[config.mk]
export PLATFORM = sky130hd
export DESIGN_NAME = count_especial_seq
export DESIGN_NICKNAME = d
export VERILOG_FILES = /design/src/rtl/count_especial_seq.sv
export SDC_FILE = /design/constraint.sdc
export NUM_CORES = 1
export LEC_CHECK = 0
export CORE_ASPECT_RATIO = 1.5
export CORE_MARGIN = 5
export CORE_UTILIZATION = 52
export DETAILED_ROUTE_END_ITERATION = 8
export PLACE_DENSITY = 0.87
export RECOVER_POWER = 25
export SLEW_MARGIN = 25
export SYNTH_ARGS = -nofsm -noshare
export SYNTH_HDL_FRONTEND = slang
export SYNTH_SLANG_ARGS = --single-unit
[constraint.sdc]
create_clock -name clk -period 3.4 [get_ports clk]
set_clock_uncertainty 0.05 [all_clocks]
set_input_delay 0.51 -clock clk [delete_from_list [all_inputs] [get_ports clk]]
set_output_delay 0.51 -clock clk [all_outputs]
set_load 0.01 [all_outputs]
[src/rtl/count_especial_seq.sv]
// Sequencer for the count_especial up/down counter: sweeps the count between
// latched lower/upper limits for n_loops round trips, then parks it at zero.
module count_especial_seq #(
  parameter int W = 4
) (
  input  logic         clk,
  input  logic         rst,
  input  logic         start,
  input  logic         abort,
  input  logic [W-1:0] up_lim,
  input  logic [W-1:0] lo_lim,
  input  logic [W-1:0] n_loops,
  input  logic [W-1:0] count,
  output logic         cnt_rst,
  output logic         cnt_ctrl,
  output logic         busy,
  output logic         done,
  output logic         err,
  output logic [W-1:0] loop_cnt
);

  localparam logic [2:0] S_IDLE  = 3'd0;
  localparam logic [2:0] S_CLEAR = 3'd1;
  localparam logic [2:0] S_UP    = 3'd2;
  localparam logic [2:0] S_DOWN  = 3'd3;
  localparam logic [2:0] S_DONE  = 3'd4;

  logic [2:0]   state, state_nxt;
  logic [W-1:0] up_q, lo_q, n_q;
  logic         err_q;
  logic         cfg_ok, accept, at_lo, last;

  assign cfg_ok = (lo_lim < up_lim) && (n_loops != '0);
  assign accept = (state == S_IDLE) && start && cfg_ok && !abort;
  assign at_lo  = (count <= lo_q);
  assign last   = (loop_cnt + W'(1)) == n_q;

  // The counter cannot hold, so direction is decided from the live count.
  always_comb begin
    cnt_rst   = 1'b1;
    cnt_ctrl  = 1'b1;
    state_nxt = state;
    case (state)
      S_IDLE:  if (start && cfg_ok) state_nxt = S_CLEAR;
      S_CLEAR: state_nxt = S_UP;
      S_UP: begin
        cnt_rst = 1'b0;
        if (count >= up_q) begin
          cnt_ctrl  = 1'b0;
          state_nxt = S_DOWN;
        end
      end
      S_DOWN: begin
        cnt_rst = 1'b0;
        if (!at_lo) begin
          cnt_ctrl = 1'b0;
        end else if (last) begin
          cnt_rst   = 1'b1;
          state_nxt = S_DONE;
        end else begin
          state_nxt = S_UP;
        end
      end
      S_DONE:  state_nxt = S_IDLE;
      default: state_nxt = S_IDLE;
    endcase
    if (abort) state_nxt = S_IDLE;
  end

  always_ff @(posedge clk) begin
    if (rst) begin
      state    <= S_IDLE;
      up_q     <= '0;
      lo_q     <= '0;
      n_q      <= '0;
      loop_cnt <= '0;
      err_q    <= 1'b0;
    end else begin
      state <= state_nxt;
      err_q <= (state == S_IDLE) && start && !cfg_ok && !abort;
      if (accept) begin
        up_q     <= up_lim;
        lo_q     <= lo_lim;
        n_q      <= n_loops;
        loop_cnt <= '0;
      end else if (!abort && state == S_DOWN && at_lo) begin
        loop_cnt <= loop_cnt + W'(1);
      end
    end
  end

  assign busy = (state == S_CLEAR) || (state == S_UP) || (state == S_DOWN);
  assign done = (state == S_DONE);
  assign err  = err_q;

endmodule

==> impl_metrics.env, run 1 <==
export IMPL_wl_per_cell_um=14.1
export IMPL_required_ns=2.84
export IMPL_syn_area_per_cell_um2=9.20
export IMPL_die_height_um=68.7
export IMPL_clockBufferDepth=2
export IMPL_synth_area_um2=1200
export IMPL_swShare_pct=23.6
export IMPL_power_density_nw_per_um2=346
export IMPL_antenna_found_initial=0
export IMPL_cp_start_kind="input port"
export IMPL_cts_resized=0
export IMPL_ant_nets=0
export IMPL_worst_pin_slew_ns=0.663
export IMPL_syn_nets=162
export IMPL_ctsHtreeMaxLevel=1
export IMPL_seqPwrFrac_pct=46.0
export IMPL_yosys_warnings=0
export IMPL_yosysSeqAreaShare_pct=33.5
export IMPL_area_growth_pct=29.8
export IMPL_power_internal_uw=410
export IMPL_finalMaxSlewViolations=0
export IMPL_grt_max_degree=17
export IMPL_cts_tree="done"
export IMPL_yosysUniqueCellTypes=37
export IMPL_drc=0
export IMPL_drt_first_pass_iters=4
export IMPL_grt_pass1_vias=1013
export IMPL_io_pins=29
export IMPL_syn_inst=130
export IMPL_max_cap_violations=0
export IMPL_cp_data_arrival_time_ns=2.75
export IMPL_fmax_ghz=0.302
export IMPL_gp_congestion=0.853
export IMPL_register_area_um2=400
export IMPL_vias=1028
export IMPL_p_switching_uw=127
export IMPL_clockPowerShare_pct=36.6
export IMPL_die_w_um=49.2
export IMPL_layout_cells_non_filler=184
export IMPL_ys_ff_latch=20
export IMPL_routed_via_density=5.59
export IMPL_mostFrequentLayoutCell="clkdlybuf4s50_1"
export IMPL_totalWireLength_um=2600
export IMPL_layout_common_cells="clkdlybuf4s50_1 (22), nor2_1 (20), dfxtp_1 (20)"
export IMPL_clockRootBuffer="clkbuf_4"
export IMPL_dp_cells=180
export IMPL_clkLatencyLatePin_ns=0.30
export IMPL_hp_class="reg2reg"
export IMPL_dr_first_iter_drc_count=37
export IMPL_p_leak_uw=0.000610
export IMPL_gr_total_overflow=0
export IMPL_relSlewSlack_pct=55.2
export IMPL_drive_gt1_share_pct=8.70
export IMPL_comb_power_share_pct=17.3
export IMPL_hold_violations=0
export IMPL_power_uw=537
export IMPL_std_cell_rows=21
export IMPL_cts_num_sinks=20
export IMPL_dieArea_um2=3380
export IMPL_cts_buffers=3
export IMPL_outcome="completed"
export IMPL_grt_first_pass_wirelength_um=4280
export IMPL_diodes=0
export IMPL_fin_crit_sh_pct=97.4
export IMPL_multiInputGateArea_um2=734
export IMPL_grtUsageTotal_pct=16.2
export IMPL_worstSetupPathType="in2out"
export IMPL_nets=194
export IMPL_dp_hpwl_um=2180
export IMPL_coreArea_um2=2230
export IMPL_setup_violations_final=0
export IMPL_ir_worst_vdd_v=0.000236
export IMPL_end_kind="output port"
export IMPL_fin_crit_ns=3.31
export IMPL_io_buffers=28
export IMPL_cts_hold_buf=0
export IMPL_cp_max_fo=3
export IMPL_start_util_pct=53.6
export IMPL_clkTransAtPathRegs_ns=0.12
export IMPL_fillers=177
export IMPL_post_cts_buffers=0
-- final cells by class --
| class | count | share of cell area (%) |
|---|---|---|
| Clock buffer | 3 | 1.45 |
| Clock inverter | 1 | 1.93 |
| Inverter | 13 | 3.14 |
| Multi-Input combinational cell | 95 | 47.3 |
| Sequential cell | 20 | 25.8 |
| Tap cell | 23 | 1.85 |
| Timing Repair Buffer | 29 | 18.5 |
-- routing by layer --
| metal | track usage, % | share of wire, % | vias up |
|---|---|---|---|
| li1 | - | - | 519 |
| met1 | 17.0 | 38 | 473 |
| met2 | 31.1 | 54 | 32 |
| met4 | 6.73 | 1.6 | 0 |
| met5 | 0 | 0 | - |
| met3 | 3.01 | 5.9 | 4 |
-- power by group through the flow --
stage / registers, µW / logic, µW / clock network (µW)
final: 247 / 93.1 / 197
after detailed placement: 252 / 93.3 / 0
after global placement: 252 / 89.8 / 0
after CTS: 247 / 93.6 / 197
after global routing: 248 / 104 / 210
after floorplan: 251 / 52.1 / 0
-- through the flow --
step	instance area (µm²)	hold slack [ns]	setup WS (ns)	TNS [ns]	utilization [%]
global placement	1500	0.425	0.132	0	67.1
floorplan	1200	0.410	1.11	0	-
finish	1550	0.455	0.0890	0	69.5
detailed placement	1500	0.431	0.104	0	67.1
CTS	1550	0.458	0.104	0	69.4
global route	1550	0.504	-0.000926	-0.000926	69.5
-- critical path: stages --
cell             delay [ns]
clkdlybuf4s50_1        0.44
ha_1                   0.36
and4_1                 0.21
and2_1                 0.15
a31oi_2                0.06
or3_4                  0.43
nand2_1                0.07
clkdlybuf4s50_1        0.52
-- state kept, by name, summed over array words and instances (netlist names) --
signal and flops:
loop_cnt 4, n_q 4, err 1, state 3, up_q 4, lo_q 4
-- cells by family (layout without fill, tap and decap cells) --
group | after synthesis | after routing | share of synthesized area (%)
muxes | 13 | 13 | 10.9
adders and majority gates | 12 | 12 | 12.6
buffers and inverters | 15 | 46 | 5.33
xor gates and xnor gates | 7 | 7 | 5.13
AOI/OAI and AO/OA | 19 | 19 | 11.5
and+or+nand+nor | 44 | 44 | 21.1
DFF | 20 | 20 | 33.5
-- cell usage after synthesis, drive strengths merged --
library cell,n,area (µm²)
a211oi,1,7.51
a21oi,5,25.0
a31o,1,8.76
a31oi,2,12.5
and2,3,18.8
and4,1,8.76
and4bb,1,12.5
buf,1,11.3
clkbuf,1,3.75
dfxtp,20,400
ha,12,150
inv,13,48.8
mux2i,13,130
nand2,2,7.51
nand2b,1,6.26
nand3,3,15.0
nor2,21,81.3
nor2b,1,6.26
nor3,2,15.0
nor3b,1,7.51
nor4,2,27.5
o2111a,1,11.3
o211ai,2,20.0
o21a,1,7.51
o21ai,4,20.0
o311ai,1,8.76
o41ai,1,16.3
or2,1,6.26
or3,4,30.0
or4b,1,10.0
xnor2,6,52.6
xor2,1,8.76
-- worst paths after layout --
kind / startpoint / to / slack, ns / cells after the start
worst min-delay path: lo_q[1]$_SDFFE_PP0P_ / lo_q[1]$_SDFFE_PP0P_ / 0.46 / 2
worst max register to register: lo_q[3]$_SDFFE_PP0P_ / state[2]$_SDFFE_PP0P_ / 1.46 / 7
worst min register to register: lo_q[1]$_SDFFE_PP0P_ / lo_q[1]$_SDFFE_PP0P_ / 0.46 / 2
worst max-delay path: count[3] / cnt_rst / 0.09 / 8
No activity file was read; power rests on OpenSTA's default activity.
==> run 2: changes to the inputs <==
CORE_UTILIZATION = 48   (was 52)
CTS_CLUSTER_DIAMETER = 150   (was not set)
PLACE_DENSITY = 0.82   (was 0.87)
clock period = 3.6 ns   (was 3.4 ns; I/O delays follow)
==> run 2 against run 1 <==
Compared with the run above: flip-flop and latch count unchanged; utilization shrank 5.8 points; register-to-register slack improved by 0.22 ns; setup slack better by 0.12 ns; routed wire length grew 4.5%; sequential power shrank 6%; die area is 6.9% higher; design area down 0.56%; total power down 5.7%; first-iteration DRC count is 38% lower; combinational power fell by 5.9%; critical endpoint unchanged; largest cell class unchanged.
==> impl_metrics.env, run 2 (synthesis results as in run 1) <==
export IMPL_post_cts_buffers=0
export IMPL_die_w_um=50.8
export IMPL_clkLatencyLatePin_ns=0.31
export IMPL_r2r_start="lo_q[1]$_SDFFE_PP0P_"
export IMPL_vias=1037
export IMPL_hold_violations=0
export IMPL_tns_ns=0
export IMPL_diodes=0
export IMPL_fin_crit_ns=3.39
export IMPL_power_density_nw_per_um2=328
export IMPL_grt_max_degree=17
export IMPL_p_leak_uw=0.000609
export IMPL_gp_congestion=0.821
export IMPL_rsz0062_at_grt="false"
export IMPL_dp_cells=181
export IMPL_cts_tree="done"
export IMPL_dp_hpwl_um=2220
export IMPL_nets=194
export IMPL_io_buffers=28
export IMPL_hold_slack_ns=0.461
export IMPL_grt_first_pass_wirelength_um=4460
export IMPL_reg2reg_depth=7
export IMPL_ant_nets=0
export IMPL_coreArea_um2=2420
export IMPL_layout_common_cells="clkdlybuf4s50_1 (22), nor2_1 (20), dfxtp_1 (20)"
export IMPL_cp_start_kind="input port"
export IMPL_grt_pass1_vias=1058
export IMPL_drc=0
export IMPL_r2r_end="state[2]$_SDFFE_PP0P_"
export IMPL_cts_buffers=3
export IMPL_die_height_um=71.1
export IMPL_whs_endpoint="lo_q[1]$_SDFFE_PP0P_"
export IMPL_power_uw=506
export IMPL_grtUsageTotal_pct=15.7
export IMPL_drive_gt1_share_pct=7.45
export IMPL_area_growth_pct=29.1
export IMPL_fin_crit_sh_pct=94.2
export IMPL_cp_data_arrival_time_ns=2.80
export IMPL_fmax_ghz=0.295
export IMPL_hp_class="reg2reg"
export IMPL_layout_cells_non_filler=185
export IMPL_min_from="lo_q[1]$_SDFFE_PP0P_"
export IMPL_outcome="completed"
export IMPL_std_cell_rows=22
export IMPL_end_kind="output port"
export IMPL_ctsHtreeMaxLevel=1
export IMPL_dieArea_um2=3610
export IMPL_gr_total_overflow=0
export IMPL_max_cap_violations=0
export IMPL_worst_hold_path_num_cells=2
export IMPL_clkTransAtPathRegs_ns=0.11
export IMPL_ir_worst_vdd_v=0.000235
export IMPL_start_util_pct=49.4
export IMPL_worst_pin_slew_ns=0.751
export IMPL_drt_first_pass_iters=4
export IMPL_mostFrequentLayoutCell="clkdlybuf4s50_1"
export IMPL_wl_per_cell_um=14.7
export IMPL_relSlewSlack_pct=49.3
export IMPL_io_pins=29
export IMPL_cp_max_fo=3
export IMPL_cts_hold_buf=0
export IMPL_totalWireLength_um=2710
export IMPL_r2r_slack_ns=1.68
export IMPL_cts_resized=0
export IMPL_dr_first_iter_drc_count=23
export IMPL_cts_num_sinks=20
export IMPL_clockBufferDepth=2
export IMPL_routed_via_density=5.61
export IMPL_finalMaxSlewViolations=0
export IMPL_required_ns=3.01
export IMPL_worstSetupPathType="in2out"
export IMPL_clockRootBuffer="clkbuf_4"
export IMPL_setup_violations_final=0
export IMPL_antenna_found_initial=0
## run 2: cell types whose count changed in the layout (fill, tap and decap cells not counted)
| cell | change |
|---|---|
| a21oi_1 | +1 |
| a21oi_2 | -1 |
| a31oi_1 | +1 |
| a31oi_2 | -1 |
## run 2: worst max-delay path by stage
stage               startpoint       to  slack, ns
floorplan             count[1]  cnt_rst       1.25
global placement      count[1]  cnt_rst       0.27
CTS                   count[1]  cnt_rst       0.21
global route          count[3]  cnt_rst       0.08
detailed placement    count[1]  cnt_rst       0.22
finish                count[1]  cnt_rst       0.21
## run 2: layer usage
layer | vias to the layer above | GRT usage [%] | part of all wire, %
met5 | - | 0 | 0
met4 | 0 | 8.52 | 3.2
met3 | 9 | 3.79 | 4.9
met2 | 27 | 28.3 | 54
met1 | 484 | 15.7 | 38
li1 | 517 | - | -
## run 2: per-stage QoR
stage | utilization, % | worst slack, ns | area, µm²
global placement | 61.9 | 0.273 | 1500
finish | 63.7 | 0.210 | 1540
CTS | 64.0 | 0.209 | 1550
floorplan | - | 1.25 | 1200
global route | 63.7 | 0.0812 | 1540
detailed placement | 61.9 | 0.216 | 1500
## run 2: critical path, cell delays in order
cell             delay [ns]
clkdlybuf4s50_1        0.44
ha_1                   0.32
nor2b_1                0.14
o211ai_2               0.17
a31oi_1                0.15
or3_4                  0.44
nand2_1                0.07
clkdlybuf4s50_1        0.53
## run 2: area by class of cell
class / instances / area, µm²
well taps: 24 / 30.0
fillers: 230 / 878
flip-flops and latches: 20 / 400
clock inverters: 1 / 30.0
inverters: 13 / 48.8
clock buffers: 3 / 22.5
multi-input cells: 95 / 724
repair buffers: 29 / 288
## run 2: report_power, final
group          leakage (µW)  total, µW  switching, µW  internal (µW)
Combinational      0.000419       87.6           41.2           46.4
Clock             0.0000279        185           72.9            113
Sequential         0.000162        233           4.96            228
